===== src/rtl/alu_core.sv =====
// Registered 16-function ALU: operands are zero-extended to 2*WIDTH bits,
// and the result lands in c one clock after a, b and opcode are sampled.
module alu_core #(
   parameter int WIDTH = 8
) (
   input  logic               clk,
   input  logic               reset,
   input  logic [WIDTH-1:0]   a,
   input  logic [WIDTH-1:0]   b,
   input  logic [3:0]         opcode,
   output logic [2*WIDTH-1:0] c
);

   localparam int W2 = 2 * WIDTH;

   logic [W2-1:0]    r_c;
   logic [W2-1:0]    w_a2;
   logic [W2-1:0]    w_b2;
   logic [W2-1:0]    w_dbl;
   logic [W2-1:0]    w_rol2;
   logic [W2-1:0]    w_ror2;
   logic [W2-1:0]    w_res;
   logic [WIDTH-1:0] w_rol;
   logic [WIDTH-1:0] w_ror;
   logic [2:0]       w_sh;
   logic             w_bz;

   assign w_a2 = {{WIDTH{1'b0}}, a};
   assign w_b2 = {{WIDTH{1'b0}}, b};
   assign w_sh = b[2:0];
   assign w_bz = (b == '0);

   // Rotating the doubled word moves the wrapped-around bits into the kept half.
   assign w_dbl  = {a, a};
   assign w_rol2 = w_dbl << w_sh;
   assign w_ror2 = w_dbl >> w_sh;
   assign w_rol  = w_rol2[W2-1:WIDTH];
   assign w_ror  = w_ror2[WIDTH-1:0];

   always_comb begin
      w_res = '0;
      case (opcode)
         4'h0: w_res = w_a2 + w_b2;
         4'h1: w_res = w_a2 - w_b2;
         4'h2: w_res = w_a2 * w_b2;
         4'h3: w_res = w_bz ? '1 : w_a2 / w_b2;
         4'h4: w_res = w_bz ? w_a2 : w_a2 % w_b2;
         4'h5: w_res = {{WIDTH{1'b0}}, a & b};
         4'h6: w_res = {{WIDTH{1'b0}}, a | b};
         4'h7: w_res = {{WIDTH{1'b0}}, a ^ b};
         4'h8: w_res = {{WIDTH{1'b0}}, ~a};
         4'h9: w_res = {{WIDTH{1'b0}}, a << w_sh};
         4'hA: w_res = {{WIDTH{1'b0}}, a >> w_sh};
         4'hB: w_res = {{WIDTH{1'b0}}, w_rol};
         4'hC: w_res = {{WIDTH{1'b0}}, w_ror};
         4'hD: w_res = w_a2 + 1'b1;
         4'hE: w_res = w_a2 - 1'b1;
         4'hF: w_res = {{(W2-3){1'b0}}, (a > b), (a == b), (a < b)};
         default: w_res = '0;
      endcase
   end

   always_ff @(posedge clk) begin
      if (reset) begin
         r_c <= '0;
      end else begin
         r_c <= w_res;
      end
   end

   assign c = r_c;

endmodule


===== config.mk =====
export PLATFORM = sky130hd
export DESIGN_NAME = alu_core
export DESIGN_NICKNAME = d
export VERILOG_FILES = /design/src/rtl/alu_core.sv
export SDC_FILE = /design/constraint.sdc
export NUM_CORES = 1
export LEC_CHECK = 0
export CAP_MARGIN = 20
export CORE_ASPECT_RATIO = 1.1
export CORE_MARGIN = 4
export CORE_UTILIZATION = 45
export CTS_BUF_LIST = sky130_fd_sc_hd__clkbuf_8
export DETAILED_ROUTE_END_ITERATION = 10
export PLACE_DENSITY = 0.62
export SETUP_SLACK_MARGIN = 0.3
export SYNTH_ARGS = -nofsm -noshare
export SYNTH_HDL_FRONTEND = slang
export SYNTH_SLANG_ARGS = --single-unit

===== constraint.sdc =====
create_clock -name clk -period 65 [get_ports clk]
set_input_delay 19.5 -clock clk [delete_from_list [all_inputs] [get_ports clk]]
set_output_delay 19.5 -clock clk [all_outputs]
set_load 0.05 [all_outputs]

# Yosys cells after proc, flatten, opt, wreduce, memory -nomap -nowiden
# Index checks and enable logic that the tools add are counted.
[classes]
add_sub_neg = 4
multipliers = 1
n_div = 2
n_lt_le_gt_ge = 2
eq_ne = 16
shifts = 4
mux = 3
bitwise_logic = 4
n_reduce_logical = 2
[ops]
columns = ["op", "n"]
rows = [
  ["$pmux W16 S16", 1],
  ["$eq A4 B4 Y1 const B", 8],
  ["$mux W16", 2],
  ["$div A8 B8 Y16", 1],
  ["$eq A4 B3 Y1 const B", 4],
  ["$mod A8 B8 Y16", 1],
  ["$mul A8 B8 Y16", 1],
  ["$shl A16 B3 Y16", 1],
  ["$shr A16 B3 Y8", 1],
  ["$add A8 B1 Y9 const B", 1],
  ["$add A8 B8 Y9", 1],
  ["$sub A8 B1 Y9 const B", 1],
  ["$sub A8 B8 Y9", 1],
  ["$and A8 B8 Y8", 1],
  ["$eq A4 B2 Y1 const B", 2],
  ["$eq A8 B8 Y1", 1],
  ["$gt A8 B8 Y1", 1],
  ["$logic_not A8 Y1", 1],
  ["$lt A8 B8 Y1", 1],
  ["$not A8 Y8", 1],
  ["$or A8 B8 Y8", 1],
  ["$shl A8 B3 Y8", 1],
  ["$shr A8 B3 Y8", 1],
  ["$xor A8 B8 Y8", 1],
  ["other kinds (2)", 2],
]
[totals]
reg_bits = 16
output_inout_bits = 16
word_cells = 39

# Logic depth before layout (Yosys ltp)
[logic_depth]
word_depth = 3
mapped_depth = 155

# Least setup slack after synthesis
# No wires, ideal clock.
[synth_timing]
kind = "input to register"
from = "in b[2]"
to = "reg r_c[8], in the netlist c[8]"
setup_ns = 0.117
arrival_ns = 47.004
required_ns = 64.883
slack_ns = 17.879
cell_stages = 141
path_cell_list = "clkbuf_1 > inv_1 > clkbuf_1 > ha_1 > o211ai_1 > nand2_1 > mux2i_1 > nor2_1 > ha_1 > o21ai_0 > a22oi_1 > or4_4 > nand2_1 > ha_1 > o21a_1 > o221ai_2 > a21oi_2 > a21o_1 > [... 105 more ...] > or2_1 > buf_6 > nor2_1 > a21oi_1 > fa_1 > a21o_1 > a21oi_1 > o21bai_1 > a21oi_1 > o21bai_1 > a21o_1 > nor4_1 > a21oi_1 > nor4_2 > and2_1 > buf_2 > o21ai_0 > a22o_1"
[synth_between]
elab_chain_len = 3
[synth_lines]
columns = ["item", "line_no", "source"]
rows = [
  ["start, declared", "9", "input logic [WIDTH-1:0] b,"],
  ["$mod A8 B8 Y16 (tied with other cells)", "47", "4'h4: w_res = w_bz ? w_a2 : w_a2 % w_b2;"],
  ["$mux W16 (on tied branches)", "47, 46", ""],
  ["$pmux W16 S16 (*)", "42", "case (opcode)"],
  ["end signal, assigned", "67", "r_c <= w_res;"],
  ["end, declared", "16", "logic [W2-1:0] r_c;"],
]
# Every way passes the cells marked *; elsewhere a longest branch is shown, timed or not.
# A chain may end at the register's enable or synchronous reset.

# Worst setup path in the final report
[layout_timing]
from = "in b[0]"
to = "reg r_c[2], in the netlist c[2]"
# The elaborated chain is that of the path after synthesis.

==> results.yml <==
clock_tree:
  cts_setup_buffers: 0
  cts_root_buf: "clkbuf_8"
  path_clk_slew_ns: 0.07
  cts_num_sinks: 16
  clockBufferDepth: 2
  htreeDepth: 1
  cts_made_buffers: 3
  cts_hold_buf: 0
  cts_tree: "built"
  ctsResizeCount: 0
final_layout:
  areaGrowthSynthToFinish_pct: 7.486
  nFillCells: 2492
  regArea_um2: 320.3
  largest_register_ffs: 16
  diodes: 0
  finalNetCount: 1792
  multi_input_area_mm2: 0.01007
  drive_above_1_share_pct: 6.936
die:
  initial_core_util_pct: 46.19
  rows: 59
  die_w_um: 157.2
  ios: 38
  coreArea_mm2: 0.02384
  die_height_um: 172.1
  dieArea_mm2: 0.02705
outcome:
  outcome: "finished clean"
routing:
  post_drt_via_cell_ratio: 6.309
  drt_pass1_iterations: 6
  drtAntennaViolNets: 0
  drt_wl_total_mm: 38.68
  via_count: 11750
  drc: 0
  avgRoutedWirePerCell_um: 20.77
  first_iter_violations: 967
sta:
  hold_viol_final: 0
  setup_tns_ns: 0
  maxSlewViolCount: 0
  worstMarginPinSlew_ns: 1.042
  timing.final.crit_period_ns: 52.23
  setup-violations-final: 0
  rsz0062_at_grt: "no"
  max_freq_mhz: 19.14
  timing.final.crit_share_pct: 80.36
  slew_headroom_pct: 29.97
yosys:
  yosysSeqAreaShare_pct: 2.908
  ys_warn_count: 0
  synth.largest_area_cell: "ha_1"
  yosysMostFrequentCell: "ha_1"
  synthTopCellsByArea: "ha_1, fa_1, nor2_1"
  synthArstFlopShare_pct: 0
  synth.cell_area_mm2: 0.01101
  synth_cells: 1536
  syn_area_per_cell_um2: 7.171
  yosys-top-cells-count: "ha_1, nor2_1, nand2_1, a21oi_1, inv_1"
  synth-main-ff-cell: "dfxtp_1"
  synth-edff-count: 0
  synth_top_area_share_pct: 19.65
  ys_ff_latch: 16
  ys_types: 105
placement:
  place_hpwl_mm: 30.16
  io_buffers: 37
  routabilityCongestion: 0.9740
worst_setup_path:
  cp.arrival_ns: 52.37
  path_buf_inv: 7
  slowest_delay_ns: 0.81
  startpoint: "b[0]"
  cp-start-kind: "input port"
  crit_type: "in2reg"
  crit_family: "compound AO/OA/AOI/OAI gates"
  endpoint_kind: "register"
  cp_max_fo: 29
  cp.required_ns: 65.13
  crit_path_frequent_cell: "o21a_1"
  slowest_stage: "nor4_2"
global_route:
  use_met3_pct: 2.728
  track_usage_pct: 28.11
  grt_pass1_vias: 11270
  grt_max_degree: 36
  grt_overflow: 0
  grtUsageMet1_pct: 36.57
  antenna_found_initial: 0
  grt_use_met2_pct: 48.37
  grt_pass1_wl_mm: 61.38
  grt_most_used_layer: "met2"
min_path:
  min_from: "a[0]"
  hold_class: "in2reg"
  worstHoldPathCells: 4
  min_to: "c[0]"
run:
  cap_violations: 0
==> kinds of logic (layout without fill, tap and decap cells) <==
logic type / Yosys count / in the layout / synth area share [%]
AOI/OAI and AO/OA: 498 / 498 / 31.42
xor gates and xnor gates: 85 / 85 / 6.827
adders and majority gates: 212 / 212 / 26.74
buffers and inverters: 168 / 182 / 5.998
DFF: 16 / 16 / 2.908
muxes: 37 / 37 / 3.669
other: 1 / 8 / 0.03405
and+or+nand+nor: 519 / 519 / 22.40
==> through the flow <==
| stage | setup slack (ns) | utilization, % | cells | hold WS (ns) | instance area (µm²) |
|---|---|---|---|---|---|
| after floorplan | 17.88 | - | 1543 | 19.67 | 11040 |
| after global placement | 13.78 | 49.39 | 1857 | 20.38 | 11780 |
| after detailed placement | 12.98 | 49.39 | 1857 | 20.38 | 11780 |
| after CTS | 13.10 | 49.62 | 1861 | 20.12 | 11830 |
| after global routing | 10.15 | 49.65 | 1862 | 20.16 | 11840 |
| final | 12.77 | 49.65 | 1862 | 20.12 | 11840 |
==> cell usage in the layout (no fill, tap or decap), types with 19 or more instances in the layout <==
master and n:
o21a_1 40, xnor2_1 61, xor2_1 23, a211oi_1 21
o211ai_1 25, fa_1 39, clkdlybuf4s50_1 37, nand3_1 37
nand2_1 136, nor3_1 60, a31oi_1 22, inv_1 103
a21oi_1 121, buf_4 31, nor2_1 166, o21ai_0 67
ha_1 173, mux2_2 19, a21o_1 34
==> final cells by class <==
class / count / share of cell area [%]
multi-input combinational: 1359 / 85.02
timing repair buffer: 68 / 5.094
inverter: 110 / 3.488
tap: 305 / 3.223
sequential: 16 / 2.706
clock buffer: 4 / 0.4650
==> per-layer routing <==
layer	wire, µm	vias to the layer above
li1	-	5690
met1	16480	5499
met2	18100	454
met3	2496	105
met4	1606	0
met5	0	-
==> worst max-delay path by stage <==
| stage | to | depth (start not counted) | slack [ns] |
|---|---|---|---|
| after CTS | c[2] | 132 | 13.10 |
| after global placement | c[2] | 133 | 13.78 |
| after global routing | c[8] | 132 | 10.15 |
| after floorplan | c[8] | 141 | 17.88 |
| after detailed placement | c[2] | 132 | 12.98 |
| final | c[2] | 132 | 12.77 |
Power is not shown: default switching activity piles up to over one toggle a cycle in this logic, so the estimate is an artifact.
